===== src/rtl/ps_pkg.sv =====
// -----------------------------------------------------------------------------
// ps_pkg
// Shared definitions for the program-sequencer interrupt logic.
//   ic_state_t        : interrupt responder FSM states
//   IVT_ADDR_DEFAULT  : default interrupt vector address (16-bit PMA)
// -----------------------------------------------------------------------------
package ps_pkg;

   // NORMAL  : core running, a pending request may be accepted
   // ACK     : one-cycle vector jump (and wake) pulse
   // SERVICE : handler executing, waiting for RTI
   // RETURN  : one-cycle return jump pulse
   typedef enum logic [1:0] {
      NORMAL  = 2'd0,
      ACK     = 2'd1,
      SERVICE = 2'd2,
      RETURN  = 2'd3
   } ic_state_t;

   localparam logic [15:0] IVT_ADDR_DEFAULT = 16'h0008;

endpackage


===== src/rtl/irq_sync_edge.sv =====
// -----------------------------------------------------------------------------
// irq_sync_edge
// Brings an asynchronous interrupt line into the clk domain and flags its
// rising edge. Reusable for any additional interrupt line.
//
// Ports:
//   clk    in  1  core clock
//   reset  in  1  asynchronous, active-low reset
//   irq    in  1  asynchronous request line
//   rise   out 1  high for one cycle after a synchronised 0->1 transition
// -----------------------------------------------------------------------------
module irq_sync_edge (
   input  logic clk,
   input  logic reset,
   input  logic irq,
   output logic rise
);

   // s1/s2 form the metastability synchroniser; s3 holds the previous
   // synchronised value for edge detection.
   logic s1;
   logic s2;
   logic s3;

   // NOTE: sequential state uses non-blocking assignments so that every flop
   // samples the pre-edge value of its neighbour; blocking here would collapse
   // the chain into a single flop.
   always_ff @(posedge clk or negedge reset) begin
      if (!reset) begin
         s1 <= 1'b0;
         s2 <= 1'b0;
         s3 <= 1'b0;
      end else begin
         s1 <= irq;
         s2 <= s1;
         s3 <= s2;
      end
   end

   assign rise = s2 & ~s3;

endmodule


===== src/rtl/ps_interrupt_ctrl.sv =====
// -----------------------------------------------------------------------------
// ps_interrupt_ctrl
// Interrupt responder for the program sequencer. Synchronises and edge-detects
// the external request, holds one pending interrupt, redirects fetch to the
// interrupt vector on acceptance (saving the return PC), wakes the sequencer
// out of IDLE, and replays the saved PC when RTI is decoded.
//
// Parameters:
//   PMA_SIZE   program-memory address width
//   IVT_ADDR   interrupt vector address
//   CNT_WIDTH  width of the saturating accepted-interrupt counter
//
// Ports:
//   clk             in   1          core clock
//   reset           in   1          asynchronous, active-low reset
//   interrupt       in   1          external request, async, rising-edge
//   ps_idle         in   1          sequencer is in IDLE
//   ps_irpten       in   1          global interrupt enable
//   ps_stall        in   1          pipeline stalled, fetch cannot redirect
//   ps_pc           in   PMA_SIZE   return address (next instruction)
//   ps_rti          in   1          RTI decoded, one-cycle pulse
//   ic_vector_jump  out  1          pulse: fetch from ic_vector_addr
//   ic_vector_addr  out  PMA_SIZE   constant IVT_ADDR
//   ic_wake         out  1          pulse: leave IDLE (with vector jump)
//   ic_ret_jump     out  1          pulse: fetch from ic_ret_addr
//   ic_ret_addr     out  PMA_SIZE   saved return PC
//   ic_in_service   out  1          handler executing
//   ic_pending      out  1          request latched, not yet accepted
//   ic_overrun      out  1          sticky: a request was lost
//   ic_irq_count    out  CNT_WIDTH  accepted interrupts, saturating
// -----------------------------------------------------------------------------
module ps_interrupt_ctrl
   import ps_pkg::*;
#(
   parameter int                     PMA_SIZE  = 16,
   parameter logic [PMA_SIZE-1:0]    IVT_ADDR  = PMA_SIZE'(IVT_ADDR_DEFAULT),
   parameter int                     CNT_WIDTH = 8
) (
   input  logic                 clk,
   input  logic                 reset,
   input  logic                 interrupt,
   input  logic                 ps_idle,
   input  logic                 ps_irpten,
   input  logic                 ps_stall,
   input  logic [PMA_SIZE-1:0]  ps_pc,
   input  logic                 ps_rti,
   output logic                 ic_vector_jump,
   output logic [PMA_SIZE-1:0]  ic_vector_addr,
   output logic                 ic_wake,
   output logic                 ic_ret_jump,
   output logic [PMA_SIZE-1:0]  ic_ret_addr,
   output logic                 ic_in_service,
   output logic                 ic_pending,
   output logic                 ic_overrun,
   output logic [CNT_WIDTH-1:0] ic_irq_count
);

   // ---------------------------------------------------------------------
   // Request synchroniser and edge detect
   // ---------------------------------------------------------------------
   logic rise;

   irq_sync_edge u_sync (
      .clk   (clk),
      .reset (reset),
      .irq   (interrupt),
      .rise  (rise)
   );

   // ---------------------------------------------------------------------
   // FSM
   // ---------------------------------------------------------------------
   ic_state_t state;
   ic_state_t state_nxt;

   logic pending;
   logic accept;

   logic vector_jump_nxt;
   logic wake_nxt;
   logic ret_jump_nxt;
   logic in_service_nxt;

   // Acceptance is only possible from NORMAL; enable and stall are
   // deliberately not looked at in any other state.
   assign accept = (state == NORMAL) & pending & ps_irpten & ~ps_stall;

   // NOTE: every signal written here gets a default before the case so no
   // path leaves it unassigned; a missing default would infer a latch.
   always_comb begin
      state_nxt       = state;
      vector_jump_nxt = 1'b0;
      wake_nxt        = 1'b0;
      ret_jump_nxt    = 1'b0;
      in_service_nxt  = 1'b0;

      case (state)
         NORMAL: begin
            if (accept) begin
               state_nxt = ACK;
            end
         end
         ACK: begin
            state_nxt = SERVICE;
         end
         SERVICE: begin
            if (ps_rti) begin
               state_nxt = RETURN;
            end
         end
         RETURN: begin
            state_nxt = NORMAL;
         end
         default: begin
            state_nxt = NORMAL;
         end
      endcase

      // Moore outputs are decoded from the next state and registered, so the
      // pulses are clean flop outputs aligned with the state they belong to.
      vector_jump_nxt = (state_nxt == ACK);
      wake_nxt        = accept & ps_idle;
      ret_jump_nxt    = (state_nxt == RETURN);
      in_service_nxt  = (state_nxt == SERVICE) | (state_nxt == RETURN);
   end

   always_ff @(posedge clk or negedge reset) begin
      if (!reset) begin
         state          <= NORMAL;
         ic_vector_jump <= 1'b0;
         ic_wake        <= 1'b0;
         ic_ret_jump    <= 1'b0;
         ic_in_service  <= 1'b0;
      end else begin
         state          <= state_nxt;
         ic_vector_jump <= vector_jump_nxt;
         ic_wake        <= wake_nxt;
         ic_ret_jump    <= ret_jump_nxt;
         ic_in_service  <= in_service_nxt;
      end
   end

   // ---------------------------------------------------------------------
   // Pending latch and overrun flag
   // ---------------------------------------------------------------------
   // A rise on the accept edge wins over the clear: the new request is held
   // rather than being swallowed by the one being accepted.
   always_ff @(posedge clk or negedge reset) begin
      if (!reset) begin
         pending    <= 1'b0;
         ic_overrun <= 1'b0;
      end else begin
         if (rise) begin
            pending <= 1'b1;
         end else if (accept) begin
            pending <= 1'b0;
         end

         // Only one request can be held; a second one arriving while the
         // first is still waiting (and not leaving this edge) is lost.
         if (rise & pending & ~accept) begin
            ic_overrun <= 1'b1;
         end
      end
   end

   assign ic_pending = pending;

   // ---------------------------------------------------------------------
   // Return address and accept counter
   // ---------------------------------------------------------------------
   always_ff @(posedge clk or negedge reset) begin
      if (!reset) begin
         ic_ret_addr  <= '0;
         ic_irq_count <= '0;
      end else if (accept) begin
         ic_ret_addr <= ps_pc;
         if (ic_irq_count != {CNT_WIDTH{1'b1}}) begin
            ic_irq_count <= ic_irq_count + CNT_WIDTH'(1);
         end
      end
   end

   assign ic_vector_addr = IVT_ADDR;

endmodule


===== config.mk =====
export PLATFORM = sky130hd
export DESIGN_NAME = ps_interrupt_ctrl
export DESIGN_NICKNAME = d
export VERILOG_FILES = /design/src/rtl/ps_pkg.sv /design/src/rtl/irq_sync_edge.sv /design/src/rtl/ps_interrupt_ctrl.sv
export SDC_FILE = /design/constraint.sdc
export NUM_CORES = 1
export LEC_CHECK = 0
export CAP_MARGIN = 10
export CORE_ASPECT_RATIO = 0.8
export CORE_MARGIN = 10
export CORE_UTILIZATION = 37
export CTS_BUF_LIST = sky130_fd_sc_hd__clkbuf_8 sky130_fd_sc_hd__clkbuf_16
export CTS_CLUSTER_DIAMETER = 30
export DETAILED_ROUTE_END_ITERATION = 8
export PLACE_DENSITY = 0.87
export SYNTH_ARGS = -nofsm -noshare
export SYNTH_HDL_FRONTEND = slang
export SYNTH_HIERARCHICAL = 1
export SYNTH_SLANG_ARGS = --single-unit

===== constraint.sdc =====
create_clock -name clk -period 1.6 [get_ports clk]
set_clock_uncertainty 0.2 [all_clocks]
set_input_delay 0.24 -clock clk [delete_from_list [all_inputs] [get_ports clk]]
set_output_delay 0.24 -clock clk [all_outputs]
set_load 0.03 [all_outputs]

==> out/metrics.yaml <==
dieArea_um2: 7080
clk-insertion-delay-late_ns: 0.29
synth.most_common_cell: "nand2_1"
fin_crit_sh: 1.04
die_x_um: 91.6
wl_met2_mm: 1.76
post-route-min-period_ns: 1.66
leakagePower_nw: 1.21
start_kind: "flip-flop"
synthArstFlopShare: 1.00
cts_buffers: 5
status: "finished, violations left"
ys_seq_elements: 34
coreArea_um2: 3880
setup_viol: 3
rows: 20
area_growth_syn_to_layout_pct: 52.9
crit_fanout: 3
hold_viol_final: 0
violations: "setup timing"
antenna_found_initial: 0
layout.nets: 248
drive_gt1_frac: 0.229
cts_tree: "yes"
path_class: "reg -> reg"
antenna_cells: 0
top_layer_used: "met4"
via_count: 1217
grt_first_pass_wirelength_mm: 6.29
hp-class: "reg -> reg"
maxCapViolCount: 0
irDropWorstVdd_v: 0.000928
synth-seq-area-share: 0.561
crit_path_end_kind: "flip-flop"
avgRoutedWirePerCell_um: 14.0
port_buffers: 52
final.setup.tns_ns: -0.154
track_usage: 0.111
ios: 69
final_area_um2: 2320
setup_ws_ns: -0.0623
synth_ff_type: "dfrtp_1"
grt_start_max_net_pins: 19
synth_area_um2: 1520
rsz0062_at_grt: "true"
first_global_vias: 1302
path_clk_slew_ns: 0.07
synth.area.top_cells: "dfrtp_1, nand2_1, buf_4"
drv_slew: 0
via_per_inst: 4.38
dp_hpwl_mm: 3.04
power_density_nw_per_um2: 1660
start_util: 0.391
wl_met1_mm: 1.59
drt.antenna.violating_nets: 0
clock-root-buffer: "clkbuf_8"
dpl_cell_area_um2: 2160
synth_top_area_cell: "dfrtp_1"
yosysWarnings: 6
fmax_ghz: 0.602
syn_inst: 147
place_ws_ns: -0.244
synth_top_area_frac: 0.561
routed_wl_mm: 3.88
first_pass_iters: 3
htreeDepth: 2
die_h_um: 77.3
place_congestion: 0.856
timing.hold.ws_ns: 0.156
synth_common_cells: "nand2_1, dfrtp_1, buf_4"
cp.arrival_ns: 1.64
overflow: 0
cts_max_path_buffers: 2
syn_area_per_cell_um2: 10.3
ys_types: 31
synth_edf_count: 0
wl_met3_um: 462
cp_data_required_time_ns: 1.57
post-route-util: 0.598
clkSinkCount: 34
first_iter_violations: 52
drc: 0
-- timing repair --
action	CTS	global route
setup buffers	2	3
gates resized for setup	34	12
pin swaps	0	2
gates cloned	0	0
endpoints found under the hold margin	16	0
hold buffers	1	0
setup endpoints to repair	41	25
-- flip-flops by register name, indices dropped and copies added (netlist names) --
signal and flops:
ic_ret_jump 1, ic_ret_addr 16, u_sync/s1 1, u_sync/s3 1, u_sync/s2 1, ic_vector_jump 1
ic_pending 1, ic_irq_count 8, ic_overrun 1, state 1, ic_wake 1, ic_in_service 1
-- final cells by class --
| type | count | area (um^2) |
|---|---|---|
| Fill cell | 354 | 1560 |
| Sequential cell | 34 | 855 |
| Timing Repair Buffer | 74 | 668 |
| Multi-Input combinational cell | 104 | 627 |
| Clock buffer | 6 | 82.6 |
| Tap cell | 55 | 68.8 |
| Inverter | 3 | 11.3 |
| Clock inverter | 2 | 8.76 |
-- cell usage in the layout (no fill, tap or decap), types with 2 or more instances in the layout --
master           count
and3_1               2
dfrtp_2              3
nand2_1             50
inv_2                2
clkdlybuf4s15_1      2
and2_1               2
nand3_1              3
nand2_2              2
a21oi_1              3
buf_6                5
inv_1                2
dfrtp_1             31
buf_4               17
dlygate4sd2_1       26
clkbuf_8             6
clkdlybuf4s50_1     21
conb_1              16
ha_4                 2
mux2_4               3
-- layer usage --
layer,up-vias,track usage
met1,576,0.121
li1,590,-
met3,8,0.0710
met5,-,0
met4,0,0.0563
met2,43,0.163
-- path summary, 6_finish.rpt --
check	startpoint	to	slack, ns	cells past startpoint
setup / recovery	state[0]	ic_irq_count[7]	-0.06	5
hold / removal	u_sync/s1	u_sync/s2	0.16	0
setup reg to reg	state[0]	ic_irq_count[7]	-0.06	5
hold reg to reg	u_sync/s1	u_sync/s2	0.16	0
max in group asynchronous	reset	ic_ret_addr[15]	0.48	3
min in group asynchronous	reset	ic_irq_count[4]	0.23	2
-- cells by family (layout without fill, tap and decap cells) --
group	Yosys count	after routing	share of synthesized area
AOI/OAI and AO/OA	11	11	0.0511
adders and majority gates	3	3	0.0247
xor gates and xnor gates	3	3	0.0173
buffers and inverters	23	85	0.101
other	2	16	0.00495
DFF	34	34	0.561
and+or+nand+nor	67	67	0.208
muxes	4	4	0.0321
-- metrics by stage --
step	power, W	std cells
after global routing	0.00413	278
final	0.00386	278
after detailed placement	0.00332	264
after CTS	0.00383	275
after global placement	0.00326	264
after floorplan	0.00247	161
-- power by group --
part | switching (W) | leakage (nW) | internal, W | total [W]
Clock | 0.000299 | 0.0524 | 0.000340 | 0.000639
Sequential | 0.000195 | 0.421 | 0.00115 | 0.00135
Combinational | 0.00112 | 0.733 | 0.000754 | 0.00187
-- worst max-delay path, stage by stage, from the launching register on --
cell	delay [ns]
dfrtp_1	0.39
inv_2	0.08
ha_4	0.15
and4b_1	0.23
and4_1	0.20
mux2_4	0.30
Power figures use the tool's default switching activity.
